File: src/rtl/pipeline_idc_queue.sv
// pipeline_idc_queue: decode-control stage between IF and EX.
// Each accepted instruction is decoded once (immediate + control fields).
// The decoded micro-op is buffered in a DEPTH-entry FIFO. The FIFO head is
// presented to EX over a valid/ready handshake. An empty queue presents an
// all-zero bubble (NOP).
// Optional build macro IDC_PERF_CNT_EN adds two performance counters:
//   perf_stall_cycles - counts cycles where IF offers an instruction but is
//                       refused for lack of space.
//   perf_flush_drops  - accumulates the uops discarded by flushes.
module pipeline_idc_queue #(
    parameter int XLEN  = 64,
    parameter int DEPTH = 2,
    parameter int CNT_W = $clog2(DEPTH + 1)
) (
    input  logic             clk,
    input  logic             reset,
    input  logic             flush,
    input  logic             in_valid,
    output logic             in_ready,
    input  logic [31:0]      instruction_in,
    input  logic [XLEN-1:0]  pc_in,
    output logic             out_valid,
    input  logic             out_ready,
    output logic [XLEN-1:0]  pc_out,
    output logic [4:0]       rd,
    output logic [4:0]       rs1,
    output logic [4:0]       rs2,
    output logic [XLEN-1:0]  imm,
    output logic             rf_wr_en,
    output logic             do_jump,
    output logic             is_branch,
    output logic             is_debug,
    output logic             alu_a_sel,
    output logic             alu_b_sel,
    output logic [3:0]       alu_ctrl,
    output logic [2:0]       BrType,
    output logic [1:0]       rf_wr_sel,
    output logic [2:0]       dm_rd_ctrl,
    output logic [2:0]       dm_wr_ctrl,
    output logic [CNT_W-1:0] occupancy
`ifdef IDC_PERF_CNT_EN
    ,
    output logic [31:0]      perf_stall_cycles,
    output logic [31:0]      perf_flush_drops
`endif
);

    localparam int PTR_W = (DEPTH > 1) ? $clog2(DEPTH) : 1;
    localparam logic [CNT_W-1:0] DEPTH_C = CNT_W'(DEPTH);

    // RV opcodes recognised by the decoder
    localparam logic [6:0] OPC_LUI    = 7'b0110111;
    localparam logic [6:0] OPC_AUIPC  = 7'b0010111;
    localparam logic [6:0] OPC_JAL    = 7'b1101111;
    localparam logic [6:0] OPC_JALR   = 7'b1100111;
    localparam logic [6:0] OPC_BRANCH = 7'b1100011;
    localparam logic [6:0] OPC_LOAD   = 7'b0000011;
    localparam logic [6:0] OPC_STORE  = 7'b0100011;
    localparam logic [6:0] OPC_OPIMM  = 7'b0010011;
    localparam logic [6:0] OPC_OP     = 7'b0110011;
    localparam logic [6:0] OPC_SYSTEM = 7'b1110011;

    // Write-back source select
    localparam logic [1:0] WB_ALU = 2'd0;
    localparam logic [1:0] WB_MEM = 2'd1;
    localparam logic [1:0] WB_PC4 = 2'd2;
    localparam logic [1:0] WB_IMM = 2'd3;

    // ALU adder op; other ops are {funct7[5], funct3}
    localparam logic [3:0] ALU_ADD = 4'd0;

    // One buffered micro-op: everything EX/MEM need, decode never re-run
    typedef struct packed {
        logic [XLEN-1:0] pc;
        logic [4:0]      rd;
        logic [4:0]      rs1;
        logic [4:0]      rs2;
        logic [XLEN-1:0] imm;
        logic            rf_wr_en;
        logic            do_jump;
        logic            is_branch;
        logic            is_debug;
        logic            alu_a_sel;
        logic            alu_b_sel;
        logic [3:0]      alu_ctrl;
        logic [2:0]      br_type;
        logic [1:0]      rf_wr_sel;
        logic [2:0]      dm_rd_ctrl;
        logic [2:0]      dm_wr_ctrl;
    } uop_t;

    // Immediate generator: format chosen by opcode, sign-extended to XLEN
    function automatic logic [XLEN-1:0] imm_gen(input logic [31:0] inst);
        logic signed [31:0]     raw;
        logic signed [XLEN-1:0] ext;
        case (inst[6:0])
            OPC_OPIMM, OPC_LOAD, OPC_JALR:
                raw = {{20{inst[31]}}, inst[31:20]};
            OPC_STORE:
                raw = {{20{inst[31]}}, inst[31:25], inst[11:7]};
            OPC_BRANCH:
                raw = {{19{inst[31]}}, inst[31], inst[7], inst[30:25], inst[11:8], 1'b0};
            OPC_LUI, OPC_AUIPC:
                raw = {inst[31:12], 12'b0};
            OPC_JAL:
                raw = {{11{inst[31]}}, inst[31], inst[19:12], inst[20], inst[30:21], 1'b0};
            default:
                raw = '0;
        endcase
        ext = XLEN'(raw);
        return ext;
    endfunction

    // Load width/sign code: 1=LB 2=LBU 3=LH 4=LHU 5=LW 6=LWU 7=LD, 0=none
    function automatic logic [2:0] ld_ctrl(input logic [2:0] f3);
        case (f3)
            3'b000:  return 3'd1;
            3'b100:  return 3'd2;
            3'b001:  return 3'd3;
            3'b101:  return 3'd4;
            3'b010:  return 3'd5;
            3'b110:  return 3'd6;
            3'b011:  return 3'd7;
            default: return 3'd0;
        endcase
    endfunction

    // Store width code: 1=SB 2=SH 3=SW 4=SD, 0=none
    function automatic logic [2:0] st_ctrl(input logic [2:0] f3);
        case (f3)
            3'b000:  return 3'd1;
            3'b001:  return 3'd2;
            3'b010:  return 3'd3;
            3'b011:  return 3'd4;
            default: return 3'd0;
        endcase
    endfunction

    uop_t             dec_uop;
    uop_t             head_uop;
    uop_t             mem_q [DEPTH];
    logic [PTR_W-1:0] wr_ptr_q, wr_ptr_d;
    logic [PTR_W-1:0] rd_ptr_q, rd_ptr_d;
    logic [CNT_W-1:0] occ_q, occ_d;
    logic             enq;
    logic             deq;
    logic [2:0]       f3;

    assign f3 = instruction_in[14:12];

    // Combinational decode of the offered instruction
    always_comb begin
        dec_uop     = '0;
        dec_uop.pc  = pc_in;
        dec_uop.rd  = instruction_in[11:7];
        dec_uop.rs1 = instruction_in[19:15];
        dec_uop.rs2 = instruction_in[24:20];
        dec_uop.imm = imm_gen(instruction_in);
        case (instruction_in[6:0])
            OPC_LUI: begin
                dec_uop.rf_wr_en  = 1'b1;
                dec_uop.rf_wr_sel = WB_IMM;
            end
            OPC_AUIPC: begin
                dec_uop.rf_wr_en  = 1'b1;
                dec_uop.alu_a_sel = 1'b1;
                dec_uop.alu_b_sel = 1'b1;
                dec_uop.alu_ctrl  = ALU_ADD;
            end
            OPC_JAL: begin
                dec_uop.rf_wr_en  = 1'b1;
                dec_uop.do_jump   = 1'b1;
                dec_uop.alu_a_sel = 1'b1;
                dec_uop.alu_b_sel = 1'b1;
                dec_uop.rf_wr_sel = WB_PC4;
            end
            OPC_JALR: begin
                dec_uop.rf_wr_en  = 1'b1;
                dec_uop.do_jump   = 1'b1;
                dec_uop.alu_b_sel = 1'b1;
                dec_uop.rf_wr_sel = WB_PC4;
            end
            OPC_BRANCH: begin
                // ALU forms the target pc+imm; the compare uses rs1/rs2
                dec_uop.is_branch = 1'b1;
                dec_uop.alu_a_sel = 1'b1;
                dec_uop.alu_b_sel = 1'b1;
                dec_uop.br_type   = f3;
            end
            OPC_LOAD: begin
                dec_uop.rf_wr_en   = 1'b1;
                dec_uop.alu_b_sel  = 1'b1;
                dec_uop.rf_wr_sel  = WB_MEM;
                dec_uop.dm_rd_ctrl = ld_ctrl(f3);
            end
            OPC_STORE: begin
                dec_uop.alu_b_sel  = 1'b1;
                dec_uop.dm_wr_ctrl = st_ctrl(f3);
            end
            OPC_OPIMM: begin
                // bit 30 only selects SRAI; elsewhere it is immediate data
                dec_uop.rf_wr_en  = 1'b1;
                dec_uop.alu_b_sel = 1'b1;
                dec_uop.alu_ctrl  = {instruction_in[30] && (f3 == 3'b101), f3};
            end
            OPC_OP: begin
                dec_uop.rf_wr_en = 1'b1;
                dec_uop.alu_ctrl = {instruction_in[30] && ((f3 == 3'b000) || (f3 == 3'b101)), f3};
            end
            OPC_SYSTEM: begin
                dec_uop.is_debug = (instruction_in == 32'h0010_0073);
            end
            default: begin
                dec_uop.imm = '0;
            end
        endcase
    end

    // Handshake qualifiers; flush blocks both sides and wins over them
    assign in_ready  = (occ_q < DEPTH_C) && !flush;
    assign out_valid = (occ_q != '0);
    assign enq       = in_valid && in_ready;
    assign deq       = out_valid && out_ready && !flush;
    assign occupancy = occ_q;

    // Next-state for pointers and occupancy
    always_comb begin
        wr_ptr_d = wr_ptr_q;
        rd_ptr_d = rd_ptr_q;
        occ_d    = occ_q;
        if (flush) begin
            wr_ptr_d = '0;
            rd_ptr_d = '0;
            occ_d    = '0;
        end else begin
            if (enq) wr_ptr_d = wr_ptr_q + PTR_W'(1);
            if (deq) rd_ptr_d = rd_ptr_q + PTR_W'(1);
            case ({enq, deq})
                2'b10:   occ_d = occ_q + CNT_W'(1);
                2'b01:   occ_d = occ_q - CNT_W'(1);
                default: occ_d = occ_q;
            endcase
        end
    end

    // Control state: async reset discards every buffered uop at once
    always_ff @(posedge clk or negedge reset) begin
        if (!reset) begin
            wr_ptr_q <= '0;
            rd_ptr_q <= '0;
            occ_q    <= '0;
        end else begin
            wr_ptr_q <= wr_ptr_d;
            rd_ptr_q <= rd_ptr_d;
            occ_q    <= occ_d;
        end
    end

    // Payload storage: written only on enqueue; stale entries are never visible
    always_ff @(posedge clk) begin
        if (enq) mem_q[wr_ptr_q] <= dec_uop;
    end

    // Head entry, replaced by an all-zero bubble whenever the queue is empty
    always_comb begin
        head_uop = '0;
        if (out_valid) head_uop = mem_q[rd_ptr_q];
    end

    assign pc_out     = head_uop.pc;
    assign rd         = head_uop.rd;
    assign rs1        = head_uop.rs1;
    assign rs2        = head_uop.rs2;
    assign imm        = head_uop.imm;
    assign rf_wr_en   = head_uop.rf_wr_en;
    assign do_jump    = head_uop.do_jump;
    assign is_branch  = head_uop.is_branch;
    assign is_debug   = head_uop.is_debug;
    assign alu_a_sel  = head_uop.alu_a_sel;
    assign alu_b_sel  = head_uop.alu_b_sel;
    assign alu_ctrl   = head_uop.alu_ctrl;
    assign BrType     = head_uop.br_type;
    assign rf_wr_sel  = head_uop.rf_wr_sel;
    assign dm_rd_ctrl = head_uop.dm_rd_ctrl;
    assign dm_wr_ctrl = head_uop.dm_wr_ctrl;

`ifdef IDC_PERF_CNT_EN
    logic [31:0] stall_q;
    logic [31:0] drops_q;

    // Refused-offer cycles and flushed-uop totals, both wrapping at 2^32
    always_ff @(posedge clk or negedge reset) begin
        if (!reset) begin
            stall_q <= '0;
            drops_q <= '0;
        end else begin
            if (in_valid && !in_ready && !flush) stall_q <= stall_q + 32'd1;
            if (flush) drops_q <= drops_q + 32'(occ_q);
        end
    end

    assign perf_stall_cycles = stall_q;
    assign perf_flush_drops  = drops_q;
`endif

endmodule
File: config.mk
export PLATFORM = sky130hd
export DESIGN_NAME = pipeline_idc_queue
export DESIGN_NICKNAME = d
export VERILOG_FILES = /design/src/rtl/pipeline_idc_queue.sv
export SDC_FILE = /design/constraint.sdc
export NUM_CORES = 1
export LEC_CHECK = 0
export CORE_MARGIN = 1.5
export CORE_UTILIZATION = 54
export DETAILED_ROUTE_END_ITERATION = 8
export PLACE_DENSITY = 0.95
export SLEW_MARGIN = 20
export SYNTH_ARGS = -nofsm -noshare
export SYNTH_HDL_FRONTEND = slang
export SYNTH_SLANG_ARGS = --single-unit
File: constraint.sdc
create_clock -name clk -period 18.5 [get_ports clk]
set_input_delay 4.625 -clock clk [delete_from_list [all_inputs] [get_ports clk]]
set_output_delay 4.625 -clock clk [all_outputs]
set_load 0.02 [all_outputs]
==> results of run 1 <==
-- cells by family (layout without fill, tap and decap cells) --
kind of cell              Yosys count  after routing  share of synthesized area (%)
DFF                               268            268                           72.2
and+or+nand+nor                   214            214                           8.82
muxes                             132            132                           11.9
buffers and inverters              75            325                           3.93
AOI/OAI and AO/OA                  45             45                           2.82
xor gates and xnor gates            5              5                          0.394
-- placed cells by master (no fill, tap or decap), types with 2 or more instances in the layout --
cell type,n
nor2b_1,3
nor4b_1,3
buf_4,7
or3_1,2
edfxtp_1,264
nor4_1,5
and2_1,13
dfrtp_1,3
nand2_1,13
clkbuf_1,10
nor2_4,3
clkdlybuf4s50_1,268
clkbuf_16,26
o21ai_0,7
inv_1,2
a22oi_1,2
xor2_1,2
nor2_1,145
a22o_1,5
a21o_1,19
clkinv_1,4
nor3b_1,3
a21oi_1,5
xnor2_1,3
mux2i_1,132
nor3_1,6
nand2b_1,6
clkbuf_8,3
nand4_1,3
a31oi_1,3
-- worst max-delay path, delay by kind of cell --
kind	cells	cell delay, ns
buffers and inverters	2	1.14
AND/OR/NAND/NOR	1	0.25
-- layer usage --
metal / track usage (%) / vias to the layer above / wire length [µm]
met5: 0 / - / 0
met4: 5.76 / 0 / 467
met3: 5.75 / 33 / 2370
met2: 41.0 / 341 / 13100
met1: 30.1 / 3381 / 10100
li1: - / 3150 / -
-- power groups by stage --
stage	Clock (mW)	Combinational [mW]	Sequential [mW]
CTS	0.507	0.226	0.700
floorplan	0	0.125	0.714
global placement	0	0.219	0.711
global route	0.529	0.237	0.701
detailed placement	0	0.223	0.712
finish	0.498	0.225	0.700
-- final timing paths --
check / startpoint / end / slack (ns) / depth (start not counted)
setup reg to reg: occupancy[1]$_DFFE_PN0P_ / mem_q[0][34]$_DFFE_PP_ / 15.56 / 5
hold reg to reg: wr_ptr_q$_DFFE_PN0P_ / wr_ptr_q$_DFFE_PN0P_ / 0.65 / 2
min in group asynchronous: reset / rd_ptr_q$_DFFE_PN0P_ / 4.31 / 1
setup / recovery: flush / in_ready / 7.86 / 3
hold / removal: wr_ptr_q$_DFFE_PN0P_ / wr_ptr_q$_DFFE_PN0P_ / 0.65 / 2
max in group asynchronous: reset / rd_ptr_q$_DFFE_PN0P_ / 14.00 / 1
-- state kept, by name, indices dropped and copies added (netlist names) --
register,flops
wr_ptr_q,1
rd_ptr_q,1
occupancy,2
mem_q,264
-- layout make-up --
cell class	count	share of cell area [%]
Clock buffer	39	4.99
Clock inverter	7	0.471
Inverter	3	0.0942
Multi-Input combinational cell	396	18.4
Sequential cell	268	55.0
Tap cell	270	2.31
Timing Repair Buffer	276	18.8
==> results by group, run 1 <==
Logic synthesis
  • Synth top area share: 71.3%
  • #FFs+latches synth: 268
  • Register area share after synthesis: 72.2%
  • Cells after Synth: 739
  • Asr flop ratio synth: 1.49%
  • Synth area leaders: edfxtp_1, mux2i_1, nor2_1, buf_4, a21o_1
  • Most numerous cell in the Yosys netlist: edfxtp_1
  • Syn_nets: 840
  • Syn avg cell area: 15.1 µm²
  • Unique cell type count in the Yosys netlist: 42
  • Post-synth EDFFs: 264
  • Main synth FF type: edfxtp_1
  • Synth warn: 0
  • Post-Syn Area: 0.0111 mm²
  • Post-synth top cells: edfxtp_1, nor2_1, mux2i_1
  • Cell taking the most area after synthesis: edfxtp_1

Global route
  • GRT Resource Usage Total: 23.7%
  • Vias in the first global route: 6902
  • Grt total ovfl: 0
  • First-pass GRT wire length: 39100 µm
  • Initial antenna violation count: 0
  • Largest net degree at the start of global routing: 105

Final layout
  • Share of cells above drive strength 1: 5.16%
  • Final design utilization: 72.2%
  • Multi-input logic area: 0.00269 mm²
  • Area growth from synthesis to layout: 31.4%
  • Nets: 1072
  • Fin area: 0.0146 mm²
  • Fillers: 1265
  • Register area: 0.00803 mm²
  • Ant diodes: 0
  • Finished Layout Cells: 1259

Route
  • Drt pass-1 iters: 5
  • DRC viols: 0
  • Post-detailed-route count of antenna-violating nets: 0
  • Vias post-DR: 6905
  • Post-DR vias/cell: 5.48
  • Drt initial violations: 457
  • Routed WL: 26000 µm
  • Routed wire per std cell: 20.7 µm

Pwr
  • Switching Share: 24.2%
  • Combinational Power Share: 15.8%
  • P_int: 1.08 mW
  • Clock network power share: 35.0%
  • Total chip power: 1.42 mW
  • Switch Pwr: 0.344 mW
  • Pleak: 4.98 nW
  • Peak VDD IR: 0.0000665 V
  • Flop pwr share: 49.2%
  • Pwr/cell area: 97.3 mW/mm²

Timing
  • Endpoints failing hold: 0
  • Fin crit period: 10.64 ns
  • RSZ-0062 raised after global routing: no
  • Max-slew headroom: 24.8%
  • Peak Freq: 0.0940 GHz
  • WHS: 0.651 ns
  • Final Max Slew Viols: 0
  • Worst Tran Pin Value: 1.13 ns
  • Fin worst setup slack: 7.86 ns
  • # setup viols final: 0
  • Worst Skew: 0.0185 ns
  • Setup TNS: 0 ns
  • Period utilisation layout: 57.5%

Clock tree
  • Post-CTS sizing: 0
  • Clk_lat worst skew: 0.53 ns
  • CTS tree: done
  • Post-CTS Setup Inserts: 0
  • Post-CTS Hold Fix Bufs: 0
  • Num CTS Buffers: 26
  • Root Driver: clkbuf_16
  • H-tree Lvls: 1
  • Deepest clock path buffer count: 3
  • CTS Sinks: 268
  • Clock transition at the registers of the reported paths: 0.06 ns

Worst setup path
  • Arr. time, crit path: 6.02 ns
  • CP endpoint kind: output port
  • Setup Crit Path Kind: in -> out
  • Most common cell on crit path: clkdlybuf4s50_1
  • Critical path, cell by cell: clkdlybuf4s50_1 > nor2_1 > clkdlybuf4s50_1
  • Crit path max fanout: 5
  • CP max stage delay: 0.64 ns
  • Slowest CP cell: clkdlybuf4s50_1
  • Type of origin of the critical path: input pin
  • Required @ worst endpoint: 13.88 ns

Placement
  • Placed Cells: 1213
  • Area post-placement: 0.0138 mm²
  • IO Port Bufs: 268
  • Gpl congestion: 0.862
  • Place WS: 7.88 ns
  • Hpwl dp: 16500 µm

Floorplan
  • Die height: 147 µm
  • Initial core utilization: 55.0%
  • I/O Pins: 269
  • Die Wd: 147 µm
  • Die ar.: 0.0215 mm²
  • Site row count: 52
  • Total core area: 0.0202 mm²

Run status
  • Status: completed

Worst hold path
  • Hold WC Path Type: reg -> reg

Job
  • MaxCap Viol Count: 0
Power figures use the tool's default switching activity.
==> run 2, diff against run 1 <==
Settings changed: CORE_UTILIZATION 54 to 45, PLACE_DENSITY 0.95 to 0.86.
Clock period 18.5 ns to 9.1 ns, I/O delays scaled along.
==> run 2 against run 1 <==
Critical path depth unchanged. Critical path type unchanged. Non-clock buffer count decreased by 1. Design area up 1.2%. Final cell count grew 4.6%. Hold slack lost 0.0095 ns.
==> results by group, run 2 (synthesis gave the netlist of run 1 again) <==
Global route
  • Vias in the first global route: 6681 (-3.2%)
  • Largest net degree at the start of global routing: 85 (-19%)
  • GRT met1 Usage: 23.9% (-6.2 points)
  • GRT Resource Usage Total: 18.9% (-4.8 points)
  • Grt total ovfl: 0 (unchanged)
  • Met3 Usage GRT: 3.92% (-1.8 points)
  • Gr busiest metal: met2
  • First-pass GRT wire length: 37800 µm (-3.4%)
  • Initial antenna violation count: 0 (unchanged)
  • Met2 GRT Util: 32.9% (-8.2 points)

Worst setup path
  • CP endpoint kind: output port
  • Type of origin of the critical path: input pin
  • Arr. time, crit path: 3.69 ns (-2.33 ns)
  • Required @ worst endpoint: 6.83 ns (-7.05 ns)
  • Setup Crit Path Kind: in -> out
  • Crit path max fanout: 5 (unchanged)

Final layout
  • Ant diodes: 0 (unchanged)
  • Final design utilization: 60.8% (-11 points)
  • Max reg flops: 264 (unchanged)
  • Commonest non-fill, non-tap cell in the layout: clkdlybuf4s50_1
  • Nets: 1073 (+0.093%)
  • Share of cells above drive strength 1: 5.74% (+0.58 points)
  • Commonest non-fill, non-tap cells in the layout: clkdlybuf4s50_1, edfxtp_1, nor2_1
  • Area growth from synthesis to layout: 32.9%
  • Biggest register: mem_q

Route
  • Drt pass-1 iters: 6 (+1)
  • Post-detailed-route count of antenna-violating nets: 0 (unchanged)
  • DRC viols: 0 (unchanged)
  • Post-DR vias/cell: 5.14 (-6.2%)
  • Routed wire per std cell: 18.9 µm (-8.4%)
  • Drt initial violations: 460 (+0.66%)
  • Routed WL: 24900 µm (-4.2%)
  • Vias post-DR: 6772 (-1.9%)

Clock tree
  • Root Driver: clkbuf_16
  • CTS tree: done
  • Post-CTS Hold Fix Bufs: 0 (unchanged)
  • Clock transition at the registers of the reported paths: 0.06 ns (about the same)
  • Deepest clock path buffer count: 3 (unchanged)
  • CTS Sinks: 268 (unchanged)
  • Clk_lat worst skew: 0.53 ns (about the same)
  • Num CTS Buffers: 28 (+7.7%)
  • H-tree Lvls: 1 (unchanged)
  • Post-CTS sizing: 0 (unchanged)
  • Post-CTS Setup Inserts: 0 (unchanged)

Floorplan
  • Die ar.: 0.0257 mm² (+20%)
  • Site row count: 57 (+9.6%)
  • Initial core utilization: 45.7% (-9.2 points)
  • Die Wd: 160 µm (+9.3%)
  • I/O Pins: 269 (unchanged)
  • Die height: 160 µm (+9.3%)
  • Total core area: 0.0243 mm² (+20%)

Timing
  • Period utilisation layout: 65.5%
  • Max-slew headroom: 32.5% (+7.7 points)
  • Worst Skew: 0.0146 ns (-0.00392 ns)
  • Final Max Slew Viols: 0 (unchanged)
  • Worst Tran Pin Value: 1.01 ns (-0.116 ns)
  • Fin crit period: 5.96 ns
  • Peak Freq: 0.168 GHz
  • RSZ-0062 raised after global routing: no
  • Setup TNS: 0 ns (unchanged)
  • # setup viols final: 0 (unchanged)
  • Endpoints failing hold: 0 (unchanged)

Job
  • MaxCap Viol Count: 0 (unchanged)

Placement
  • Gpl congestion: 0.836 (-3.0%)
  • Hpwl dp: 16100 µm (-2.7%)
  • IO Port Bufs: 268 (unchanged)

Run status
  • Status: completed

Pwr
  • Peak VDD IR: 0.000106 V (+59%)
  • Pwr/cell area: 202 mW/mm² (+110%)
  • Pleak: 5.04 nW (+1.1%)
  • Total chip power: 2.98 mW (+110%)

Worst hold path
  • Hold WC Path Type: reg -> reg
-- run 2: layout make-up --
| class | count | area, µm² |
|---|---|---|
| timing repair buffer | 275 | 2750 |
| clock buffer | 33 | 741 |
| sequential | 268 | 8030 |
| multi-input combinational | 396 | 2690 |
| inverter | 3 | 13.8 |
| tap | 324 | 405 |
| fill | 1837 | 9530 |
| clock inverter | 18 | 161 |
-- run 2: critical path: stages --
cell             delay, ns
clkdlybuf4s50_1       0.50
nor2_1                0.26
clkdlybuf4s50_1       0.65
-- run 2: worst paths after layout --
check                           slack [ns]  depth (start not counted)                     start                  endpoint
worst max-delay path                  3.14                          3                     flush                  in_ready
min in group asynchronous             1.99                          1                     reset      rd_ptr_q$_DFFE_PN0P_
max in group asynchronous             6.87                          1                     reset      rd_ptr_q$_DFFE_PN0P_
worst max register to register        6.11                          5  occupancy[1]$_DFFE_PN0P_   mem_q[0][146]$_DFFE_PP_
worst min register to register        0.64                          2  occupancy[0]$_DFFE_PN0P_  occupancy[1]$_DFFE_PN0P_
worst min-delay path                  0.64                          2  occupancy[0]$_DFFE_PN0P_  occupancy[1]$_DFFE_PN0P_
-- run 2: stage by stage --
step	setup WS, ns	instances	area (µm²)	hold slack (ns)
after floorplan	0.254	739	11100	0.524
after global placement	3.18	1266	13900	0.614
after detailed placement	3.17	1266	13900	0.632
after CTS	3.14	1317	14800	0.642
after global routing	3.12	1317	14800	0.684
final	3.14	1317	14800	0.641
-- run 2: per-layer routing --
metal	up-vias	part of all wire [%]
li1	3166	-
met1	3284	40
met2	276	50
met3	46	7.5
met4	0	2.0
met5	-	0
-- run 2: power by group --
group | internal, mW | switching, mW | total [mW]
registers | 1.41 | 0.0226 | 1.43
clock network | 0.662 | 0.444 | 1.11
logic | 0.203 | 0.243 | 0.446
total | 2.27 | 0.709 | 2.98
